--- src/rtl/g15_io_pkg.sv ---
// Shared types for the G-15 connector PL1 peripherals: function-key
// indices, coupler FSM states and a helper that sanitises millisecond counts.
package g15_io_pkg;

    localparam int FKEY_N = 11;

    typedef enum logic [3:0] {
        CIR_S = 4'd0,
        A     = 4'd1,
        B     = 4'd2,
        C     = 4'd3,
        F_B   = 4'd4,
        I     = 4'd5,
        M     = 4'd6,
        P     = 4'd7,
        Q     = 4'd8,
        R     = 4'd9,
        T     = 4'd10
    } fkey_e;

    typedef enum logic [1:0] {
        IDLE,
        KEY_HOLD,
        KEY_GAP,
        STRIKE
    } coupler_state_t;

    // A zero duration would never expire, so it is treated as one tick.
    function automatic logic [7:0] clamp_ms(input int unsigned ms);
        return (ms == 0) ? 8'd1 : ms[7:0];
    endfunction

endpackage

--- src/rtl/typewriter_coupler_ms_timer.sv ---
// Shared millisecond down-counter: load a duration, count tick_ms pulses,
// flag the tick that brings the count to zero.
module ms_timer (
    input  logic       CLOCK,
    input  logic       rst,
    input  logic       tick,
    input  logic       load,
    input  logic [7:0] value,
    output logic       done
);

    logic [7:0] count;

    // NOTE: state registers use non-blocking assignments so every flop samples pre-edge values.
    always_ff @(posedge CLOCK) begin
        if (!rst) begin
            count <= 8'd0;
        end else if (load) begin
            count <= value;
        end else if (tick && count != 8'd0) begin
            count <= count - 8'd1;
        end
    end

    // Asserted during the cycle of the final counted tick, so the owner can
    // drop its lines on that edge and have them low in the following cycle.
    assign done = tick && (count <= 8'd1);

endmodule

--- src/rtl/typewriter_coupler.sv ---
// ANC-2 style typewriter coupler: buffers printed codes from PL1, echoes them
// on LEV*_OUT, and converts host keystrokes into timed key-line closures.
module typewriter_coupler
    import g15_io_pkg::*;
#(
    parameter int unsigned KEY_MS    = 50,
    parameter int unsigned GAP_MS    = 20,
    parameter int unsigned STRIKE_MS = 40
) (
    input  logic              CLOCK,
    input  logic              rst,
    input  logic              tick_ms,
    input  logic              type_i,
    input  logic              exc_i,
    input  logic [4:0]        lev_in,
    input  logic              kb_valid,
    input  logic              kb_func,
    input  logic [4:0]        kb_code,
    output logic              kb_ready,
    output logic              pr_valid,
    output logic [4:0]        pr_code,
    input  logic              pr_ready,
    input  logic              ovr_clr,
    output logic              ovr,
    output logic [4:0]        lev_out,
    output logic [FKEY_N-1:0] fkey
);

    localparam logic [7:0]        KEY_T     = clamp_ms(KEY_MS);
    localparam logic [7:0]        GAP_T     = clamp_ms(GAP_MS);
    localparam logic [7:0]        STRIKE_T  = clamp_ms(STRIKE_MS);
    localparam logic [4:0]        FKEY_LAST = 5'(FKEY_N - 1);
    localparam logic [FKEY_N-1:0] FKEY_ONE  = {{(FKEY_N-1){1'b0}}, 1'b1};

    coupler_state_t    state, state_nxt;
    logic [4:0]        lev_nxt;
    logic [FKEY_N-1:0] fkey_nxt;
    logic              exc_q, type_q;
    logic              exc_rise, type_rise, capture, can_take, accept;
    logic              tmr_load, tmr_done;
    logic [7:0]        tmr_value;

    assign exc_rise  = exc_i & ~exc_q;
    assign type_rise = type_i & ~type_q;
    assign capture   = exc_rise & type_i;
    assign can_take  = ~pr_valid | pr_ready;
    assign accept    = rst & kb_valid & ~type_i;

    ms_timer u_timer (
        .CLOCK (CLOCK),
        .rst   (rst),
        .tick  (tick_ms),
        .load  (tmr_load),
        .value (tmr_value),
        .done  (tmr_done)
    );

    // Print buffer: one entry; a capture into a full, unconsumed buffer is an overrun.
    always_ff @(posedge CLOCK) begin
        if (!rst) begin
            exc_q    <= 1'b0;
            type_q   <= 1'b0;
            pr_valid <= 1'b0;
            pr_code  <= 5'd0;
            ovr      <= 1'b0;
        end else begin
            exc_q  <= exc_i;
            type_q <= type_i;
            if (capture && can_take) begin
                pr_code  <= lev_in;
                pr_valid <= 1'b1;
            end else if (!capture && pr_valid && pr_ready) begin
                pr_valid <= 1'b0;
            end
            if (capture && !can_take) begin
                ovr <= 1'b1;
            end else if (ovr_clr) begin
                ovr <= 1'b0;
            end
        end
    end

    always_ff @(posedge CLOCK) begin
        if (!rst) begin
            state   <= IDLE;
            lev_out <= 5'd0;
            fkey    <= '0;
        end else begin
            state   <= state_nxt;
            lev_out <= lev_nxt;
            fkey    <= fkey_nxt;
        end
    end

    always_comb begin
        // NOTE: every combinational output gets a default first so no path can infer a latch.
        state_nxt = state;
        lev_nxt   = lev_out;
        fkey_nxt  = fkey;
        tmr_load  = 1'b0;
        tmr_value = KEY_T;
        kb_ready  = 1'b0;
        unique case (state)
            IDLE: begin
                if (capture) begin
                    state_nxt = STRIKE;
                    lev_nxt   = lev_in;
                    tmr_load  = 1'b1;
                    tmr_value = STRIKE_T;
                end else if (accept) begin
                    kb_ready  = 1'b1;
                    state_nxt = KEY_HOLD;
                    tmr_load  = 1'b1;
                    tmr_value = KEY_T;
                    if (!kb_func) begin
                        lev_nxt = kb_code;
                    end else if (kb_code <= FKEY_LAST) begin
                        fkey_nxt = FKEY_ONE << kb_code;
                    end
                end
            end
            KEY_HOLD: begin
                if (type_rise) begin
                    state_nxt = IDLE;
                    lev_nxt   = 5'd0;
                    fkey_nxt  = '0;
                end else if (tmr_done) begin
                    state_nxt = KEY_GAP;
                    lev_nxt   = 5'd0;
                    fkey_nxt  = '0;
                    tmr_load  = 1'b1;
                    tmr_value = GAP_T;
                end
            end
            KEY_GAP: begin
                if (type_rise || tmr_done) begin
                    state_nxt = IDLE;
                end
            end
            STRIKE: begin
                // A new type pulse restarts the echo with the fresh code.
                if (capture) begin
                    lev_nxt   = lev_in;
                    tmr_load  = 1'b1;
                    tmr_value = STRIKE_T;
                end else if (tmr_done) begin
                    state_nxt = IDLE;
                    lev_nxt   = 5'd0;
                end
            end
            default: begin
                state_nxt = IDLE;
                lev_nxt   = 5'd0;
                fkey_nxt  = '0;
            end
        endcase
    end

endmodule

--- config.mk ---
export PLATFORM = sky130hd
export DESIGN_NAME = typewriter_coupler
export DESIGN_NICKNAME = d
export VERILOG_FILES = /design/src/rtl/g15_io_pkg.sv /design/src/rtl/typewriter_coupler_ms_timer.sv /design/src/rtl/typewriter_coupler.sv
export SDC_FILE = /design/constraint.sdc
export NUM_CORES = 1
export LEC_CHECK = 0
export BUFFER_PORTS_ARGS = -buffer_cell sky130_fd_sc_hd__buf_2
export CAP_MARGIN = 20
export CORE_ASPECT_RATIO = 0.8
export CORE_MARGIN = 2
export CORE_UTILIZATION = 53
export CTS_CLUSTER_DIAMETER = 80
export DETAILED_ROUTE_END_ITERATION = 6
export PLACE_DENSITY_LB_ADDON = 0.08
export SLEW_MARGIN = 20
export SYNTH_ARGS = -nofsm -noshare
export SYNTH_HDL_FRONTEND = slang
export SYNTH_SLANG_ARGS = --single-unit
--- constraint.sdc ---
create_clock -name CLOCK -period 2.3 [get_ports CLOCK]
set_input_delay 0.46 -clock CLOCK [delete_from_list [all_inputs] [get_ports CLOCK]]
set_output_delay 0.46 -clock CLOCK [all_outputs]
set_load 0.01 [all_outputs]
=== Word level (Yosys, flattened, before mapping) ===
Cells that the tools add are included.

* Register bits: 35
* Bits of input ports: 19
* Output and inout port bits: 24

* Add/subtract/negate cells: 1
* $lt $le $gt $ge: 2
* Equality and inequality tests: 13
* Shift operators: 1
* Mux-type cells: 40
* Bitwise gates (word level): 10
* Reductions and logical operators: 20

{| class="wikitable"
|+ Operators with widths
! kind !! number
|-
| $mux W11 || 6
|-
| $mux W5 || 7
|-
| $pmux W11 S2 || 1
|-
| $mux W8 || 2
|-
| $pmux W5 S3 || 1
|-
| $mux W2 || 7
|-
| $ne A2 B2 Y1 const B || 7
|-
| $mux W6 || 2
|-
| $pmux W6 S2 || 1
|-
| $mux W1 || 11
|-
| $shl A1 B5 Y11 const A || 1
|-
| $ne A3 B3 Y1 const B || 3
|-
| $le A8 B1 Y1 const B || 1
|-
| $pmux W2 S4 || 1
|-
| $reduce_bool A2 Y1 || 4
|-
| $reduce_bool A8 Y1 || 1
|-
| $sub A8 B1 Y8 const B || 1
|-
| $logic_and A1 B1 Y1 || 6
|-
| $reduce_and A6 Y1 || 1
|-
| $and A1 B1 Y1 || 5
|-
| $le A5 B4 Y1 const B || 1
|-
| $reduce_and A5 Y1 || 1
|-
| $eq A2 B2 Y1 const B || 2
|-
| $not A1 Y1 || 4
|-
| 9 further kinds || 10
|}

=== Logic depth before layout (Yosys ltp) ===
* Depth in word-level cells: 8
* Depth in mapped cells: 8
* Depth with buffers taken out: 7

=== Modules after synthesis ===
From an unflattened synthesis, not the netlist that was laid out.

* Cell total of the unflattened synthesis: 231
* Area total of the unflattened synthesis: 1976.9 sq um

{| class="wikitable"
|+ By module, submodules not included
! module !! instances !! cells each !! area each (sq um) !! sequential area each (sq um)
|-
| typewriter_coupler || 1 || 168 || 1453.9 || 540.5
|-
| ms_timer || 1 || 63 || 523.0 || 160.2
|}

=== Worst setup path before layout ===
OpenSTA, ideal clock, no wires.

* Path kind: input to register
* From: input port kb_code[0]
* To: register fkey[6]
* Library setup time: 101 ps
* Arrival time: 1809 ps
* Required time: 2199 ps
* Path slack: 390 ps
* Stages: 6
* Path through: clkbuf_1 -> a21o_1 -> a2111oi_0 -> o22ai_1 -> buf_2 -> o41ai_1

* Cells in the longest elaborated chain, start to end: 6
* Elaborated cells between the ends (all ways): 9

{| class="wikitable"
|+ RTL lines
! element !! RTL line !! text
|-
| start, declared || typewriter_coupler.sv:18 || <nowiki>input logic [4:0] kb_code,</nowiki>
|-
| parallel branches: the longest is 6 deep, another holds $le A5 B4 Y1 || - ||
|-
| end signal, assigned || typewriter_coupler.sv:91 || <nowiki>fkey <= fkey_nxt;</nowiki>
|-
| end, declared || typewriter_coupler.sv:26 || <nowiki>output logic [FKEY_N-1:0] fkey</nowiki>
|}

Parallel ways; which one is timed is not known. The select of a mux whose other input is x is not followed.
A chain may end at the register's enable or synchronous reset.

=== Worst setup path after layout ===
* From: register u_timer.count[4]
* To: register lev_out[3]

* Cells in the longest elaborated chain, start to end: 5
* Elaborated cells between the ends (all ways): 6

{| class="wikitable"
|+ RTL lines
! element !! RTL line !! text
|-
| start, declared || typewriter_coupler_ms_timer.sv:12 || <nowiki>logic [7:0] count;</nowiki>
|-
| start signal, assigned || typewriter_coupler_ms_timer.sv:19 || <nowiki>count <= value;</nowiki>
|-
| start signal, assigned || typewriter_coupler_ms_timer.sv:21 || <nowiki>count <= count - 8'd1;</nowiki>
|-
| $le A8 B1 Y1 (*) || typewriter_coupler_ms_timer.sv:27 || <nowiki>assign done = tick && (count <= 8'd1);</nowiki>
|-
| $logic_and A1 B1 Y1 (*) || typewriter_coupler_ms_timer.sv:27 ||
|-
| $mux W5 (*) || - ||
|-
| $mux W5, on equally long branches || - ||
|-
| $pmux W5 S3 (*) || - ||
|-
| end signal, assigned || typewriter_coupler.sv:90 || <nowiki>lev_out <= lev_nxt;</nowiki>
|-
| end, declared || typewriter_coupler.sv:25 || <nowiki>output logic [4:0] lev_out,</nowiki>
|}

Every way passes the cells marked *; elsewhere a longest branch is shown, timed or not.

==> impl_metrics.json <==
{
  "status": "complete, no violations",
  "cts_setup_buffers": 0,
  "synth_flop_cell": "dfxtp_1",
  "vias": 1654,
  "end_kind": "flip-flop",
  "cts.sinks": 35,
  "wire_per_inst_um": 13.5,
  "post-synth-top-area-cell": "dfxtp_1",
  "grt_max_degree": 37,
  "min-delay-start": "exc_i",
  "initial_core_util": 0.547,
  "cts_tree": "built",
  "fillers": 300,
  "final_layout_size_suffix_gt1_frac": 0.265,
  "ios": 43,
  "timing.final.crit_share": 0.898,
  "dieArea_mm2": 0.00398,
  "p_per_area_mw_per_mm2": 989,
  "ys_types": 52,
  "gr-usage-met3": 0.0521,
  "synthesis.nets": 234,
  "place.gp.congestion": 0.902,
  "grt_busiest_layer": "met1",
  "synth.top_cell.area_share": 0.379,
  "synth-seq-area-share": 0.379,
  "cts_buffer_depth": 2,
  "worst_r2r_startpoint": "u_timer.count[4]",
  "synth_edf_count": 0,
  "multi_input_area_mm2": 0.00104,
  "hpwl_um": 3050,
  "synth.cell_area_mm2": 0.00185,
  "cap_violations": 0,
  "final_cells": 299,
  "firstDrtPassIters": 4,
  "hold_path_class": "in2reg",
  "relSlewSlack": 0.625,
  "fin_crit_ns": 2.06,
  "tns_ns": 0,
  "worstSetupPathType": "reg2reg",
  "rsz0062_at_grt": "no",
  "area_growth_pct": 19.6,
  "final_nets": 281,
  "hold_depth": 2,
  "stdcell_area_mm2": 0.00221,
  "ant_nets": 0,
  "placedCellCount": 291,
  "ir_drop_mv": 0.500,
  "clk-insertion-delay-late_ns": 0.29,
  "row_count": 19,
  "crit_required_ns": 2.44,
  "use_met2": 0.303,
  "synthTopCellsByArea": "dfxtp_1, nand3_1, ha_1, nor2b_1, mux2i_1",
  "utilization": 0.655,
  "core-area_mm2": 0.00338,
  "grt-ovfl-total": 0,
  "portBuffers": 42,
  "syn_area_per_cell_um2": 8.84,
  "dieWidth_um": 70.0,
  "fmax_mhz": 484,
  "antenna_found_initial": 0,
  "antennaDiodeCount": 0,
  "r2r-end": "lev_out[3]",
  "cts_buffers": 5,
  "viasPerCell": 5.53,
  "drc": 0,
  "hold_violations": 0,
  "start_kind": "flip-flop",
  "drtIter0Drc": 122,
  "syn-instance-count": 209,
  "placed_cell_area_mm2": 0.00212,
  "htree_levels": 2,
  "finClkSkew_ns": 0.00507,
  "grt.total_usage": 0.213,
  "worst_slew_pin_slew_ns": 0.557,
  "yosys_warnings": 0,
  "worstPathMaxFanout": 7,
  "hold_path_end": "exc_q",
  "r2r_cells": 5,
  "crit_arrival_ns": 2.21,
  "use_met1": 0.309,
  "drv_slew": 0,
  "ff_latch_area_um2": 701,
  "root_buffer": "clkbuf_8",
  "grt_pass1_wl_um": 6770,
  "total_power_w": 0.00219,
  "clk_pin_slew_ns": 0.07,
  "leakage_nw": 0.939,
  "reg2reg_slack_ns": 0.24,
  "ys_async_sr_fraction": 0,
  "wl_um": 4030,
  "fp.dieH_um": 56.8,
  "finalSetupViolations": 0,
  "grt_pass1_vias": 1534,
  "synth-seq-cells": 35
}
-- placed cells by master, fill, tap and decap left out, types with 3 or more instances in the layout --
| master | synthesis | layout |
|---|---|---|
| o311a_1 | 3 | 3 |
| nor2_1 | 8 | 8 |
| nor2b_1 | 10 | 10 |
| xnor2_1 | 3 | 3 |
| o31ai_1 | 3 | 3 |
| dfxtp_1 | 35 | 35 |
| o21ai_0 | 10 | 10 |
| a31oi_1 | 4 | 4 |
| nand2b_1 | 6 | 6 |
| inv_1 | 15 | 15 |
| clkbuf_8 | 1 | 5 |
| nand3_1 | 16 | 16 |
| ha_1 | 6 | 6 |
| and2_1 | 9 | 9 |
| nand2_1 | 10 | 10 |
| buf_4 | 2 | 9 |
| buf_2 | 2 | 42 |
| o41ai_1 | 4 | 4 |
| a21oi_1 | 4 | 4 |
| nor4_1 | 3 | 3 |
| o22ai_1 | 6 | 5 |
| mux2i_1 | 6 | 6 |
-- where the power goes --
group | switching [W] | internal (W) | total (W)
clock network | 0.000208 | 0.000211 | 0.000419
registers | 0.000107 | 0.000710 | 0.000817
logic | 0.000517 | 0.000433 | 0.000949
-- cell usage after synthesis, types with 8 or more instances --
library cell and instances:
inv_1 15, nor2b_1 10, dfxtp_1 35, nor2_1 8, o21ai_0 10, nand2_1 10
and2_1 9, nand3_1 16
-- repair_timing --
item | in CTS | in global routing
hold buffers | 0 | 0
gates resized for setup | 0 | 2
endpoints found under the setup margin | 0 | 4
-- critical path, stage by stage, from the launching register on --
cell      delay (ns)
dfxtp_1         0.37
nor4_4          0.45
o2111a_2        0.34
a21oi_1         0.08
o31ai_1         0.52
o22ai_1         0.17
-- kinds of logic (layout without fill, tap and decap cells) --
family,count (synthesis),after routing,share of synthesized area
mux,6,6,0.0325
compound gates,56,56,0.223
simple gates,76,76,0.242
fa+ha+maj,6,6,0.0406
buf+inv,26,74,0.0636
flops,35,35,0.379
xor+xnor,4,4,0.0190
-- worst max path at each step --
stage / endpoint / from / cells past startpoint / slack (ns)
2_1_floorplan: fkey[6] / kb_code[0] / 6 / 0.39
3_3_place_gp: u_timer.count[7] / tick_ms / 6 / 0.21
3_5_place_dp: fkey[9] / type_i / 6 / 0.15
4_1_cts: fkey[9] / state[0] / 7 / 0.15
5_1_grt: fkey[8] / state[0] / 7 / 0.1
6_report: lev_out[3] / u_timer.count[4] / 5 / 0.24
-- state kept, by name, summed over array words and instances, names as in the netlist --
register,flops
pr_valid,1
lev_out,5
exc_q,1
u_timer.count,8
pr_code,5
fkey,11
state,2
type_q,1
ovr,1
-- per-layer routing --
metal | wire [um] | part of all wire | vias to the layer above
met4 | 38 | 0.0094 | 0
met3 | 225 | 0.056 | 5
li1 | - | - | 855
met2 | 1660 | 0.41 | 47
met5 | 0 | 0 | -
met1 | 2110 | 0.52 | 747
-- final cells by class --
type / count / area share
flip-flops and latches: 35 / 0.317
clock inverters: 2 / 0.00566
multi-input cells: 148 / 0.469
repair buffers: 51 / 0.126
well taps: 42 / 0.0238
clock buffers: 6 / 0.0328
inverters: 15 / 0.0255
-- through the flow --
step / setup slack, ns / hold WS, ns
floorplan: 0.390 / 0.473
global placement: 0.215 / 0.453
detailed placement: 0.155 / 0.453
CTS: 0.147 / 0.412
global route: 0.0994 / 0.449
finish: 0.235 / 0.419
Note: power is estimated with default switching activity, not from simulation.
